File: config.mk
export PLATFORM = sky130hd
export DESIGN_NAME = adc_frame_align_flat
export DESIGN_NICKNAME = d
export VERILOG_FILES = /design/src/rtl/adc_frame_align_if.sv /design/src/rtl/adc_frame_align.sv /design/src/flat_wrapper.sv
export SDC_FILE = /design/constraint.sdc
export NUM_CORES = 1
export LEC_CHECK = 0
export ABC_AREA = 1
export ABC_CLOCK_PERIOD_IN_PS = 2300
export CORE_MARGIN = 10
export CORE_UTILIZATION = 46
export CTS_CLUSTER_DIAMETER = 120
export DETAILED_ROUTE_END_ITERATION = 16
export HOLD_SLACK_MARGIN = 0.08
export PLACE_DENSITY = 0.72
export SLEW_MARGIN = 20
export SYNTH_ARGS = -nofsm -noshare
export SYNTH_HDL_FRONTEND = slang
export SYNTH_SLANG_ARGS = --single-unit
export TNS_END_PERCENT = 100
File: constraint.sdc
create_clock -name clk -period 2.3 [get_ports clk]
set_input_delay 0.575 -clock clk [delete_from_list [all_inputs] [get_ports clk]]
set_output_delay 0.575 -clock clk [all_outputs]
set_load 0.05 [all_outputs]
File: src/rtl/adc_frame_align_if.sv
// Bus between the frame aligner and its surroundings: MMCM lock, deserialized FCLK word, realign
// request in; deserializer reset, bitslip and alignment status out. ADC_FRAME_ALIGN_STATS_EN adds relock_count.
interface adc_frame_align_if #(
  parameter int FRAME_WIDTH = 7
);
  logic                   mmcm_locked;
  logic [FRAME_WIDTH-1:0] frame_data;
  logic                   realign;
  logic                   serdes_rst;
  logic                   bitslip;
  logic                   aligned;
  logic                   align_error;
  logic [3:0]             slip_count;
`ifdef ADC_FRAME_ALIGN_STATS_EN
  logic [7:0]             relock_count;

  modport slave (
    input  mmcm_locked, frame_data, realign,
    output serdes_rst, bitslip, aligned, align_error, slip_count, relock_count
  );

  modport master (
    output mmcm_locked, frame_data, realign,
    input  serdes_rst, bitslip, aligned, align_error, slip_count, relock_count
  );
`else
  modport slave (
    input  mmcm_locked, frame_data, realign,
    output serdes_rst, bitslip, aligned, align_error, slip_count
  );

  modport master (
    output mmcm_locked, frame_data, realign,
    input  serdes_rst, bitslip, aligned, align_error, slip_count
  );
`endif
endinterface

File: src/rtl/adc_frame_align.sv
// LVDS frame aligner: holds deserializers in reset until MMCM lock, bitslips until the FCLK word
// matches FRAME_PATTERN, then monitors for loss. Optional ADC_FRAME_ALIGN_STATS_EN adds relock_count.
module adc_frame_align #(
  parameter int                     FRAME_WIDTH   = 7,
  parameter logic [FRAME_WIDTH-1:0] FRAME_PATTERN = 7'b1111000,
  parameter int                     RST_CYCLES    = 8,
  parameter int                     SETTLE_CYCLES = 4,
  parameter int                     MATCH_COUNT   = 16,
  parameter int                     LOSS_COUNT    = 4,
  parameter int                     MAX_SLIPS     = 14
) (
  input logic              clk,
  input logic              reset,
  adc_frame_align_if.slave bus
);

  localparam int CYC_MAX = (RST_CYCLES > SETTLE_CYCLES) ? RST_CYCLES : SETTLE_CYCLES;
  localparam int CW      = $clog2(CYC_MAX + 1);
  localparam int MW      = $clog2(MATCH_COUNT + 1);
  localparam int LW      = $clog2(LOSS_COUNT + 1);

  localparam logic [CW-1:0] RST_LAST    = CW'(RST_CYCLES - 1);
  localparam logic [CW-1:0] SETTLE_LAST = CW'(SETTLE_CYCLES - 1);
  localparam logic [MW-1:0] MATCH_LAST  = MW'(MATCH_COUNT - 1);
  localparam logic [MW-1:0] MATCH_FULL  = MW'(MATCH_COUNT);
  localparam logic [LW-1:0] LOSS_LAST   = LW'(LOSS_COUNT - 1);
  localparam logic [3:0]    SLIP_MAX    = 4'(MAX_SLIPS);

  typedef enum logic [2:0] {
    WAIT_LOCK,
    RST_HOLD,
    SETTLE,
    CHECK,
    SLIP,
    LOCKED,
    ERROR
  } state_t;

  state_t        state_q, state_d;
  logic          lock_p0, lock_p1;
  logic [CW-1:0] cyc_q, cyc_d;
  logic [MW-1:0] match_q, match_d;
  logic [LW-1:0] loss_q, loss_d;
  logic [3:0]    slip_q, slip_d;
  logic          serdes_rst_q, serdes_rst_d;
  logic          bitslip_q, bitslip_d;
  logic          aligned_q, aligned_d;
  logic          err_q, err_d;
  logic          lock_s;
  logic          word_ok;
  logic          realign_ok;

  assign lock_s     = lock_p1;
  assign word_ok    = (bus.frame_data == FRAME_PATTERN);
  assign realign_ok = bus.realign &&
                      (state_q inside {SETTLE, CHECK, SLIP, LOCKED, ERROR});

  // Stage p0/p1: two-flop synchronizer for the asynchronous MMCM lock
  always_ff @(posedge clk) begin
    if (reset) begin
      lock_p0 <= 1'b0;
      lock_p1 <= 1'b0;
    end else begin
      lock_p0 <= bus.mmcm_locked;
      lock_p1 <= lock_p0;
    end
  end

  always_ff @(posedge clk) begin
    if (reset) begin
      state_q      <= WAIT_LOCK;
      cyc_q        <= '0;
      match_q      <= '0;
      loss_q       <= '0;
      slip_q       <= '0;
      serdes_rst_q <= 1'b1;
      bitslip_q    <= 1'b0;
      aligned_q    <= 1'b0;
      err_q        <= 1'b0;
    end else begin
      state_q      <= state_d;
      cyc_q        <= cyc_d;
      match_q      <= match_d;
      loss_q       <= loss_d;
      slip_q       <= slip_d;
      serdes_rst_q <= serdes_rst_d;
      bitslip_q    <= bitslip_d;
      aligned_q    <= aligned_d;
      err_q        <= err_d;
    end
  end

  // Outputs are computed one cycle ahead so every port comes straight from a flop
  always_comb begin
    state_d      = state_q;
    cyc_d        = cyc_q;
    match_d      = match_q;
    loss_d       = loss_q;
    slip_d       = slip_q;
    serdes_rst_d = serdes_rst_q;
    bitslip_d    = 1'b0;
    aligned_d    = aligned_q;
    err_d        = err_q;

    if (!lock_s && (state_q != WAIT_LOCK)) begin
      state_d      = WAIT_LOCK;
      cyc_d        = '0;
      match_d      = '0;
      loss_d       = '0;
      slip_d       = '0;
      serdes_rst_d = 1'b1;
      aligned_d    = 1'b0;
      err_d        = 1'b0;
    end else if (realign_ok) begin
      state_d   = SETTLE;
      cyc_d     = '0;
      match_d   = '0;
      loss_d    = '0;
      slip_d    = '0;
      aligned_d = 1'b0;
      err_d     = 1'b0;
    end else begin
      case (state_q)
        WAIT_LOCK: begin
          serdes_rst_d = 1'b1;
          cyc_d        = '0;
          if (lock_s) state_d = RST_HOLD;
        end
        RST_HOLD: begin
          if (cyc_q == RST_LAST) begin
            cyc_d        = '0;
            serdes_rst_d = 1'b0;
            state_d      = SETTLE;
          end else begin
            cyc_d = cyc_q + 1'b1;
          end
        end
        SETTLE: begin
          if (cyc_q == SETTLE_LAST) begin
            cyc_d   = '0;
            state_d = CHECK;
          end else begin
            cyc_d = cyc_q + 1'b1;
          end
        end
        CHECK: begin
          if (word_ok) begin
            if (match_q == MATCH_LAST) begin
              match_d   = MATCH_FULL;
              loss_d    = '0;
              aligned_d = 1'b1;
              state_d   = LOCKED;
            end else begin
              match_d = match_q + 1'b1;
            end
          end else begin
            match_d = '0;
            if (slip_q == SLIP_MAX) begin
              err_d   = 1'b1;
              state_d = ERROR;
            end else begin
              // The strobe is launched on entry so it is high for exactly the SLIP cycle
              bitslip_d = 1'b1;
              slip_d    = slip_q + 1'b1;
              state_d   = SLIP;
            end
          end
        end
        SLIP: begin
          cyc_d   = '0;
          state_d = SETTLE;
        end
        LOCKED: begin
          aligned_d = 1'b1;
          if (word_ok) begin
            loss_d = '0;
          end else if (loss_q == LOSS_LAST) begin
            loss_d    = '0;
            match_d   = '0;
            slip_d    = '0;
            cyc_d     = '0;
            aligned_d = 1'b0;
            state_d   = SETTLE;
          end else begin
            loss_d = loss_q + 1'b1;
          end
        end
        ERROR: begin
          err_d = 1'b1;
        end
        default: begin
          state_d      = WAIT_LOCK;
          serdes_rst_d = 1'b1;
        end
      endcase
    end
  end

  assign bus.serdes_rst  = serdes_rst_q;
  assign bus.bitslip     = bitslip_q;
  assign bus.aligned     = aligned_q;
  assign bus.align_error = err_q;
  assign bus.slip_count  = slip_q;

`ifdef ADC_FRAME_ALIGN_STATS_EN
  logic [7:0] relock_q;
  logic       loss_exit;

  // Only the loss path counts; lock loss and realign take priority and never count
  assign loss_exit = lock_s && !bus.realign && (state_q == LOCKED) &&
                     !word_ok && (loss_q == LOSS_LAST);

  always_ff @(posedge clk) begin
    if (reset) begin
      relock_q <= '0;
    end else if (loss_exit && (relock_q != 8'hFF)) begin
      relock_q <= relock_q + 8'd1;
    end
  end

  assign bus.relock_count = relock_q;
`endif

endmodule

File: src/flat_wrapper.sv
// flat-port wrapper written by rule: the top's interface ports become plain ports
module adc_frame_align_flat 
#(
  parameter int                     FRAME_WIDTH   = 7,
  parameter logic [FRAME_WIDTH-1:0] FRAME_PATTERN = 7'b1111000,
  parameter int                     RST_CYCLES    = 8,
  parameter int                     SETTLE_CYCLES = 4,
  parameter int                     MATCH_COUNT   = 16,
  parameter int                     LOSS_COUNT    = 4,
  parameter int                     MAX_SLIPS     = 14
)
  (clk, reset, bus_mmcm_locked, bus_frame_data, bus_realign, bus_serdes_rst, bus_bitslip, bus_aligned, bus_align_error, bus_slip_count);
  adc_frame_align_if #(.FRAME_WIDTH(FRAME_WIDTH)) bus_i ();
  input logic clk;
  input logic reset;
  input wire logic [$bits(bus_i.mmcm_locked)-1:0] bus_mmcm_locked;
  input wire logic [$bits(bus_i.frame_data)-1:0] bus_frame_data;
  input wire logic [$bits(bus_i.realign)-1:0] bus_realign;
  output wire logic [$bits(bus_i.serdes_rst)-1:0] bus_serdes_rst;
  output wire logic [$bits(bus_i.bitslip)-1:0] bus_bitslip;
  output wire logic [$bits(bus_i.aligned)-1:0] bus_aligned;
  output wire logic [$bits(bus_i.align_error)-1:0] bus_align_error;
  output wire logic [$bits(bus_i.slip_count)-1:0] bus_slip_count;
  assign bus_i.mmcm_locked = bus_mmcm_locked;
  assign bus_i.frame_data = bus_frame_data;
  assign bus_i.realign = bus_realign;
  assign bus_serdes_rst = bus_i.serdes_rst;
  assign bus_bitslip = bus_i.bitslip;
  assign bus_aligned = bus_i.aligned;
  assign bus_align_error = bus_i.align_error;
  assign bus_slip_count = bus_i.slip_count;
  adc_frame_align #(.FRAME_WIDTH(FRAME_WIDTH), .FRAME_PATTERN(FRAME_PATTERN), .RST_CYCLES(RST_CYCLES), .SETTLE_CYCLES(SETTLE_CYCLES), .MATCH_COUNT(MATCH_COUNT), .LOSS_COUNT(LOSS_COUNT), .MAX_SLIPS(MAX_SLIPS)) u_core (.clk(clk), .reset(reset), .bus(bus_i));
endmodule
==> PnR_summary.wiki <==
{| class="wikitable"
! Metric !! Value
|-
| Gp weighted congestion || 0.863
|-
| Hold_buf cts || 0
|-
| Critical path peak fanout || 5
|-
| Net Count, Synth || 235
|-
| Final critical path time including I/O delays and setup || 2.19 ns
|-
| Syn-to-layout area delta || 17.3%
|-
| Total half-perimeter wirelength after legalization and detailed placement || 2450 microns
|-
| Met2 capacity usage during global routing || 20.6%
|-
| Number of sinks handled by clock tree synthesis || 25
|-
| Die span in x || 75.4 microns
|-
| Cell row count || 20
|-
| Multi-input gate area || 788 sq um
|-
| Normalized max-slew margin || 63.3%
|-
| Global-route wire length before repair || 5350 microns
|-
| Die Outline Area || 0.00569 sq mm
|-
| Ys flop type || sky130_fd_sc_hd__dfxtp_1
|-
| Nature of the critical path startpoint || register
|-
| Final total negative setup slack || 0 ns
|-
| Synth warnings || 0
|-
| Post-synthesis cell area || 0.00141 sq mm
|-
| R2r worst-path depth || 9
|-
| Number of nets with antenna violations after routing || 0
|-
| Final-layout fill cell count || 316
|-
| Antenna diodes || 0
|-
| 1st-iter DRT viols || 126
|-
| Syn Area/Cell || 6.52 sq um
|-
| Async set-reset flop share out of synthesis || 0%
|-
| Power density of the placed cells || 694 mW/mm^2
|-
| Setup-violating endpoint count in the final report || 0
|-
| Count of final max-slew check failures || 0
|-
| Core area || 0.00300 sq mm
|-
| Cell with the largest stage delay on the worst path || sky130_fd_sc_hd__clkdlybuf4s50_1
|-
| Buffers added on ports || 18
|-
| Clock latency reported for the late side of the worst-skew pair || 0.34 ns
|-
| Postcts setup bufs || 0
|-
| Resized Gates After CTS || 0
|-
| Portion of synthesized cell area occupied by the leading cell type || 35.4%
|-
| Number of global-route vias before repair || 1,276
|-
| Starting density of the core || 47.1%
|-
| Total global-route track usage || 11.7%
|-
| Final hold slack || 0.420 ns
|-
| Unique cell type count in the Yosys netlist || 23
|-
| Critical path class || register to output port
|-
| Dominant cell by count in the synthesized netlist || sky130_fd_sc_hd__nand2_1
|-
| Cts bufs inserted || 3
|-
| Max cap viols || 0
|-
| Leakage || 0.725 nW
|-
| Footprint of the flip-flops and latches || 500 sq um
|-
| Antenna violations before repair || 0
|-
| First-pass DRT Iterations || 4
|-
| Required time of the critical path || 1.73 ns
|-
| Proportion of synthesized chip area in sequential cells || 35.4%
|-
| TritonCTS clock tree || built
|-
| Setup repair after global routing missed its margin || no
|-
| Clock input transition at the sequential cells of the worst setup and hold paths || 0.15 ns
|-
| Family with the most delay on the worst path || buffers and inverters
|-
| Number of top-level pins || 19
|-
| Root Driver || sky130_fd_sc_hd__clkbuf_4
|-
| Highest Clock Rate || 456 MHz
|-
| Peak ir drop on the vdd network || 0.547 mV
|-
| Actual slew at the worst max-slew pin || 0.545 ns
|-
| Number of remaining DRC errors || 0
|-
| Kind of end point of the critical path || output port
|-
| M3 GR Usage || 4.56%
|-
| Worst clock skew || 0.0126 ns
|-
| Final Net Count || 257
|-
| Post-synth top cells || sky130_fd_sc_hd__nand2_1, sky130_fd_sc_hd__nor2_1, sky130_fd_sc_hd__inv_1, sky130_fd_sc_hd__dfxtp_1, sky130_fd_sc_hd__nand3_1
|-
| Cell types with the largest area share after synthesis || sky130_fd_sc_hd__dfxtp_1, sky130_fd_sc_hd__nand2_1, sky130_fd_sc_hd__nor2_1
|-
| EDFF count, synth || 0
|-
| Mean routed wirelength per cell || 11.4 microns
|-
| Via Count || 1,377
|-
| Pre-CTS setup slack || 0.0880 ns
|-
| Leftover overflow at the end of global routing || 0
|-
| Arrival time reported for the critical path endpoint || 1.62 ns
|-
| Largest net degree at the start of global routing || 17
|-
| Height of the chip || 75.4 microns
|-
| Gate count of the mapped netlist || 217
|-
| Final number of hold-violating endpoints || 0
|-
| Result of the run || finished clean
|-
| Number of cells on the critical path || 1
|-
| Flip-flop and latch count after synthesis || 25
|-
| Biggest cell delay along the critical path || 0.84 ns
|-
| Cells traversed along the worst timing path || clkdlybuf4s50_1
|-
| Met1 Track Usage GR || 12.8%
|-
| Total routed wirelength || 3090 microns
|-
| Final WS setup || 0.108 ns
|-
| CTS HTree Levels || 1
|-
| Hold Path Class || register to register
|-
| Layer carrying the most global-route usage || met2
|-
| Period Utilization, post-route || 95.3%
|-
| Number of cells traversed by the worst hold path || 2
|-
| Area leader, netlist || sky130_fd_sc_hd__dfxtp_1
|-
| Maximum number of buffers from clock root to sink || 2
|-
| Register-to-register setup slack || 0.56 ns
|-
| Via density per instance || 5.08
|-
| Worst path buffer plus inverter count || 1
|-
| Proportion of layout cells with a drive suffix above 1 || 6.30%
|}
-- path summary, 6_finish.rpt --
path,end,startpoint
worst min-delay path,u_core.lock_p1,u_core.lock_p0
worst max-delay path,bus_slip_count[0],u_core.bus.slip_count[0]
worst max register to register,u_core.match_q[2],u_core.state_q[1]
worst min register to register,u_core.lock_p1,u_core.lock_p0
-- routing by layer --
layer | routed length [microns] | up-vias
met2 | 1490 | 31
met5 | 0 | -
met3 | 207 | 4
met1 | 1360 | 602
met4 | 29 | 0
li1 | - | 740
-- cells in the final DEF (no fill, tap or decap), drive strengths merged, types with 3 or more instances in the layout --
cell           instances
a21oi                 16
clkbuf                 3
clkdlybuf4s50         18
dfxtp                 25
ha                     7
inv                   30
nand2                 56
nand3                 20
nor2                  38
nor3                   7
o211ai                 3
o21ai                  9
-- sequential cells by signal, indices dropped and copies added (netlist names) --
name                    flops
u_core.cyc_q                4
u_core.loss_q               3
u_core.bus.serdes_rst       1
u_core.bus.aligned          1
u_core.lock_p0              1
u_core.state_q              3
u_core.bus.bitslip          1
u_core.lock_p1              1
u_core.bus.slip_count       4
u_core.match_q              5
u_core.bus.align_error      1
-- through the flow --
stage / cells / total power [mW] / utilization [%] / cell area [sq um]
2_1_floorplan: 217 / 0.822 / - / 1410
3_3_place_gp: 267 / 0.935 / 54.2 / 1630
3_5_place_dp: 267 / 0.937 / 54.2 / 1630
4_1_cts: 271 / 1.16 / 55.2 / 1660
5_1_grt: 271 / 1.24 / 55.2 / 1660
6_report: 271 / 1.15 / 55.2 / 1660
-- final cells by class --
type | instances | area share [%]
flip-flops and latches | 25 | 30.2
multi-input cells | 161 | 47.5
inverters | 29 | 6.57
well taps | 33 | 2.49
repair buffers | 19 | 11.3
clock buffers | 3 | 1.36
clock inverters | 1 | 0.528
-- kinds of logic (layout without fill, tap and decap cells) --
logic type	Yosys count	in the layout	synth area share, %
buffers and inverters	31	52	8.85
XOR/XNOR	1	1	0.620
AO/OA/AOI/OAI	30	30	12.6
AND/OR/NAND/NOR	123	123	36.4
flip-flops	25	25	35.4
adder cells (fa/ha/maj)	7	7	6.19
-- worst min-delay path: stages (launching register included) --
cell and delay (ns):
sky130_fd_sc_hd__dfxtp_1 0.32, sky130_fd_sc_hd__inv_1 0.04, sky130_fd_sc_hd__nor2_1 0.03
-- report_power, final --
part           switching, mW  leakage (nW)  total, mW  internal [mW]
combinational          0.282         0.504      0.434          0.152
clock                  0.147        0.0183      0.218         0.0712
sequential            0.0357         0.202      0.499          0.463
total                  0.464         0.725       1.15          0.686
Power figures use the tool's default switching activity.
